$ cat src/rtl/mem_port_arbiter.sv
// mem_port_arbiter
// Shares one single-port RAM between the instruction-fetch port (IF) and the
// load/store port (DM). One command is issued per cycle. DM normally wins,
// but IF is guaranteed a slot after STARVE_MAX consecutive DM grants while it
// waits. Read ownership rides alongside the RAM latency in a tag pipeline so
// each read response is steered back to the port that issued it. A fetch
// flush kills every fetch response still in flight.

module mem_port_arbiter #(
    parameter int XLEN       = 32,
    parameter int RD_LAT     = 1,
    parameter int STARVE_MAX = 4
) (
    input  logic            clk_i,
    input  logic            rst_i,

    input  logic            if_req_i,
    input  logic [XLEN-1:0] if_addr_i,
    input  logic            if_flush_i,
    output logic            if_gnt_o,
    output logic            if_rvalid_o,
    output logic [XLEN-1:0] if_rdata_o,

    input  logic            dm_req_i,
    input  logic [XLEN-1:0] dm_addr_i,
    input  logic            dm_wr_en_i,
    input  logic [XLEN-1:0] dm_wr_data_i,
    input  logic [3:0]      dm_byte_en_i,
    output logic            dm_gnt_o,
    output logic            dm_rvalid_o,
    output logic [XLEN-1:0] dm_rdata_o,

    output logic            ram_en_o,
    output logic [XLEN-1:0] ram_addr_o,
    output logic [3:0]      ram_wr_byte_en_o,
    output logic [XLEN-1:0] ram_wr_data_o,
    input  logic [XLEN-1:0] ram_rd_data_i
);

    // Owner encoding carried in the tag pipeline.
    localparam logic OWNER_IF = 1'b0;
    localparam logic OWNER_DM = 1'b1;

    localparam logic [3:0] STARVE_LIMIT = 4'(STARVE_MAX);
    localparam int         LAST         = RD_LAT - 1;

    logic [3:0]        starve_cnt_reg;
    logic [RD_LAT-1:0] tag_valid_reg;
    logic [RD_LAT-1:0] tag_owner_reg;

    logic if_cand;
    logic if_win;
    logic if_gnt;
    logic dm_gnt;
    logic rd_grant;
    logic rd_owner;
    logic last_valid;
    logic last_owner;

    // Grant decision: DM first unless IF has waited STARVE_MAX DM grants.
    // A flush removes IF from contention for the cycle; reset blocks both.
    always_comb begin
        if_cand  = if_req_i && !if_flush_i;
        if_win   = if_cand && (starve_cnt_reg == STARVE_LIMIT);
        dm_gnt   = !rst_i && dm_req_i && !if_win;
        if_gnt   = !rst_i && if_cand && !(dm_req_i && !if_win);
        rd_grant = if_gnt || (dm_gnt && !dm_wr_en_i);
        rd_owner = dm_gnt ? OWNER_DM : OWNER_IF;
    end

    assign if_gnt_o = if_gnt;
    assign dm_gnt_o = dm_gnt;

    // RAM command muxed straight from the winning requester; idle bus is all zero.
    always_comb begin
        ram_en_o         = if_gnt || dm_gnt;
        ram_addr_o       = '0;
        ram_wr_byte_en_o = 4'b0000;
        ram_wr_data_o    = '0;
        if (if_gnt) begin
            ram_addr_o = if_addr_i;
        end else if (dm_gnt) begin
            ram_addr_o = dm_addr_i;
            if (dm_wr_en_i) begin
                ram_wr_byte_en_o = dm_byte_en_i;
                ram_wr_data_o    = dm_wr_data_i;
            end
        end
    end

    // Count DM grants that overtook a waiting IF; any IF grant or IF
    // withdrawal (including a flush cycle) restarts the count.
    always_ff @(posedge clk_i or posedge rst_i) begin
        if (rst_i) begin
            starve_cnt_reg <= 4'd0;
        end else if (if_gnt || !if_cand) begin
            starve_cnt_reg <= 4'd0;
        end else if (dm_gnt && (starve_cnt_reg < STARVE_LIMIT)) begin
            starve_cnt_reg <= starve_cnt_reg + 4'd1;
        end
    end

    // Tag pipeline: one stage per cycle of RAM read latency. Writes enter as
    // bubbles. A flush drops IF-owned entries as they advance.
    generate
        for (genvar gi = 0; gi < RD_LAT; gi++) begin : g_tag
            if (gi == 0) begin : g_head
                // Head stage captures the ownership of this cycle's read grant.
                always_ff @(posedge clk_i or posedge rst_i) begin
                    if (rst_i) begin
                        tag_valid_reg[gi] <= 1'b0;
                        tag_owner_reg[gi] <= OWNER_IF;
                    end else begin
                        tag_valid_reg[gi] <= rd_grant;
                        tag_owner_reg[gi] <= rd_owner;
                    end
                end
            end else begin : g_body
                // Later stages shift forward, squashing fetches on flush.
                always_ff @(posedge clk_i or posedge rst_i) begin
                    if (rst_i) begin
                        tag_valid_reg[gi] <= 1'b0;
                        tag_owner_reg[gi] <= OWNER_IF;
                    end else begin
                        tag_valid_reg[gi] <= tag_valid_reg[gi-1] &&
                            !(if_flush_i && (tag_owner_reg[gi-1] == OWNER_IF));
                        tag_owner_reg[gi] <= tag_owner_reg[gi-1];
                    end
                end
            end
        end
    endgenerate

    // Response steering from the last stage; a flush also hides a fetch
    // response that is arriving in the flush cycle itself.
    always_comb begin
        last_valid  = tag_valid_reg[LAST];
        last_owner  = tag_owner_reg[LAST];
        if_rvalid_o = last_valid && (last_owner == OWNER_IF) && !if_flush_i;
        dm_rvalid_o = last_valid && (last_owner == OWNER_DM);
        if_rdata_o  = if_rvalid_o ? ram_rd_data_i : '0;
        dm_rdata_o  = dm_rvalid_o ? ram_rd_data_i : '0;
    end

endmodule

$ cat config.mk
export PLATFORM = sky130hd
export DESIGN_NAME = mem_port_arbiter
export DESIGN_NICKNAME = d
export VERILOG_FILES = /design/src/rtl/mem_port_arbiter.sv
export SDC_FILE = /design/constraint.sdc
export NUM_CORES = 1
export LEC_CHECK = 0
export ABC_AREA = 1
export CELL_PAD_IN_SITES_DETAIL_PLACEMENT = 0
export CELL_PAD_IN_SITES_GLOBAL_PLACEMENT = 1
export CORE_ASPECT_RATIO = 1.4
export CORE_MARGIN = 2
export CORE_UTILIZATION = 11
export DETAILED_ROUTE_END_ITERATION = 7
export PLACE_DENSITY_LB_ADDON = 0.1
export REMOVE_ABC_BUFFERS = 1
export SYNTH_ARGS = -nofsm -noshare
export SYNTH_HDL_FRONTEND = slang
export SYNTH_SLANG_ARGS = --single-unit
$ cat constraint.sdc
create_clock -name clk_i -period 4.4 [get_ports clk_i]
set_clock_uncertainty 0.15 [all_clocks]
set_input_delay 0.88 -clock clk_i [delete_from_list [all_inputs] [get_ports clk_i]]
set_output_delay 0.88 -clock clk_i [all_outputs]
set_load 0.01 [all_outputs]
==> impl_metrics.json <==
{
  "cell_type_with_the_largest_total_area_after_synthesis": "nand2_1",
  "gpl.final_weighted_congestion": 0.744,
  "yosys.area.top_type_share_pct": 34.4,
  "clk_pin_slew_worst_paths_ns": 0.03,
  "drt_first_iter_violations": 87,
  "multi_input_comb_area_sq_um": 1070,
  "worst_slew_pin_slew_ns": 1.10,
  "tritoncts.num_buffers": 3,
  "startpoint_of_the_lowest_slack_hold_path": "starve_cnt_reg[3]",
  "number_of_synthesis_warnings": 0,
  "floorplan.rows": 51,
  "floorplan.die.height_um": 143,
  "detailed_place_hpwl_um": 8230,
  "grt_antenna_before_repair": 0,
  "final_nets": 740,
  "instances_no_fill": 783,
  "start_kind": "primary input",
  "criticalPathCategory": "in -> out",
  "cts.repair.resized": 0,
  "starting_utilization_of_the_core_area_pct": 11.1,
  "globalRouteTotalUtil_pct": 11.9,
  "p_int_mw": 0.364,
  "drc": 0,
  "synth-edff-count": 0,
  "fin_crit_ns": 3.88,
  "root_buffer": "clkbuf_16",
  "netSwitchingFraction_pct": 27.9,
  "first_global_vias": 2758,
  "worst-path-max-fanout": 33,
  "grt_max_degree": 34,
  "ratio_of_cells_with_drive_above_1_in_the_final_layout_pct": 4.35,
  "maxSlewViolCount": 0,
  "drt_wl_cell_um": 12.3,
  "grt_first_pass_wirelength_um": 14200,
  "worstSkewPairLatency_ns": 0.23,
  "layout.core_utilization_pct": 33.0,
  "insertedDiodeCount": 0,
  "placed_cells": 780,
  "final_antenna_net_count": 0,
  "min_path_cells": 2,
  "placeableCoreArea_sq_um": 13700,
  "sequential_cell_area_sq_um": 150,
  "flow.area_growth_from_synthesis_pct": 197,
  "clock_tree.htree_level_count": 1,
  "rr_endpoint": "last_valid",
  "power-per-cell-area_nw_per_um2": 111,
  "hp-class": "reg -> reg",
  "ys_ff_latch": 6,
  "crit-reg2reg-launch": "starve_cnt_reg[0]",
  "fillerInstances": 1510,
  "worst_ep_required_time_ns": 3.37,
  "drt_first_pass_iters": 4,
  "dieArea_sq_um": 14900,
  "setup_repair_after_global_routing_missed_its_margin": "no",
  "rrSetupSlack_ns": 2.71,
  "irDropWorstVdd_mv": 0.0656,
  "grt-ovfl-total": 0,
  "detail_route.wirelength_um": 9630,
  "p_seq_share_pct": 11.5,
  "achievable-frequency_mhz": 258,
  "synthesis.area_per_instance_sq_um": 4.56,
  "hold_slack_ns": 0.385,
  "floorplan.io_pins": 275,
  "power_mw": 0.504,
  "timing_hold_violations_final": 0,
  "netlist-cell-type-count": 18,
  "worst_r2r_path_depth": 10,
  "timing.setup.tns_ns": 0,
  "relative_slew_slack_pct": 26.7,
  "leakagePower_nw": 2.02,
  "numPortBuffers": 274,
  "cts_tree": "yes",
  "total_setup_buffers_inserted_after_cts": 0,
  "combinationalPowerShare_pct": 59.2,
  "synth_commonest_cells": "nand2_1 (140), nor2_1 (94), inv_1 (47), nor2_2 (10), clkbuf_1 (9)",
  "yosys-top-cells-area": "nand2_1 (34%), nor2_1 (23%), inv_1 (12%)",
  "holdPathEnd": "starve_cnt_reg[3]",
  "synth_most_common_cell": "nand2_1",
  "cap_violations": 0,
  "cts.hold.buffers_added": 0,
  "ctsLongestPathBuffers": 2,
  "critical_path_arrival_ns": 2.85,
  "syn-instance-count": 335,
  "fraction_of_the_yosys_area_taken_by_sequential_cells_pct": 9.83,
  "period_share_pct": 88.1,
  "clkSinkCount": 6,
  "synth_top_flop_cell": "dfrtp_1",
  "synth-async-reset-ratio_pct": 100,
  "total_vias_in_the_final_route": 2820,
  "fp.dieW_um": 104,
  "switching_power_mw": 0.141,
  "setup_viol": 0,
  "run_status": "complete, no violations",
  "cp-end-kind": "output port",
  "syn-cell-area_sq_um": 1530,
  "largest_register_ff_count": 4,
  "vias_per_cell": 3.60,
  "clockPowerShare_pct": 29.2
}
==> layout make-up <==
class	instances	share of cell area [%]
well taps	185	5.11
flip-flops and latches	6	3.31
clock buffers	3	1.66
multi-input cells	260	23.5
repair buffers	280	62.3
inverters	49	4.06
==> kinds of logic after synthesis <==
| group | share of synthesized area (%) |
|---|---|
| AND/OR/NAND/NOR | 67.6 |
| buffers and inverters | 20.3 |
| flip-flops | 9.83 |
| AO/OA/AOI/OAI | 0.655 |
| adder cells (fa/ha/maj) | 1.64 |
==> per-stage QoR <==
step           cell area [sq um]  worst slack [ns]
2_1_floorplan               1400              1.14
3_3_place_gp                4460             0.466
3_5_place_dp                4460             0.455
4_1_cts                     4530             0.447
5_1_grt                     4530             0.315
6_report                    4530             0.522
==> critical path: stages <==
cell             delay [ns]
clkdlybuf4s50_1        0.47
inv_1                  0.24
nand2_1                0.12
inv_1                  0.07
nand2_2                0.08
inv_2                  0.08
buf_12                 0.18
nand2_1                0.11
nand2_1                0.07
clkdlybuf4s50_1        0.53
==> power groups by stage <==
stage / Clock (mW) / Sequential [mW] / Combinational, mW
2_1_floorplan: 0 / 0.0585 / 0.0799
3_3_place_gp: 0 / 0.0587 / 0.303
3_5_place_dp: 0 / 0.0587 / 0.302
4_1_cts: 0.151 / 0.0581 / 0.304
5_1_grt: 0.153 / 0.0583 / 0.325
6_report: 0.147 / 0.0581 / 0.299
==> worst max-delay path by stage <==
stage,from,endpoint,slack (ns),cells past startpoint
after floorplan,if_req_i,ram_wr_byte_en_o[0],1.14,7
after global placement,rst_i,ram_addr_o[9],0.47,10
after detailed placement,rst_i,ram_addr_o[2],0.46,10
after CTS,rst_i,ram_addr_o[9],0.45,10
after global routing,rst_i,ram_addr_o[2],0.32,10
final,rst_i,ram_addr_o[9],0.52,10
==> routing by layer <==
| layer | global-route usage [%] | vias to the layer above | wire [um] |
|---|---|---|---|
| met2 | 23.6 | 184 | 5040 |
| met3 | 5.85 | 7 | 1320 |
| met4 | 2.92 | 0 | 116 |
| li1 | - | 1478 | - |
| met1 | 10.9 | 1151 | 3160 |
| met5 | 0 | - | 0 |
==> cell usage in the layout (no fill, tap or decap) <==
| cell type | n |
|---|---|
| nand2_2 | 2 |
| buf_12 | 3 |
| clkbuf_16 | 3 |
| nand4_1 | 3 |
| nand2_1 | 140 |
| nor2_2 | 10 |
| dfrtp_1 | 6 |
| buf_4 | 3 |
| inv_2 | 2 |
| ha_1 | 2 |
| inv_1 | 47 |
| nand3_1 | 3 |
| nand3_4 | 1 |
| nor2_4 | 2 |
| nor2_1 | 94 |
| clkdlybuf4s50_1 | 274 |
| nor3_1 | 1 |
| o21ai_0 | 1 |
| a21oi_1 | 1 |
No activity file was read; power rests on OpenSTA's default activity.
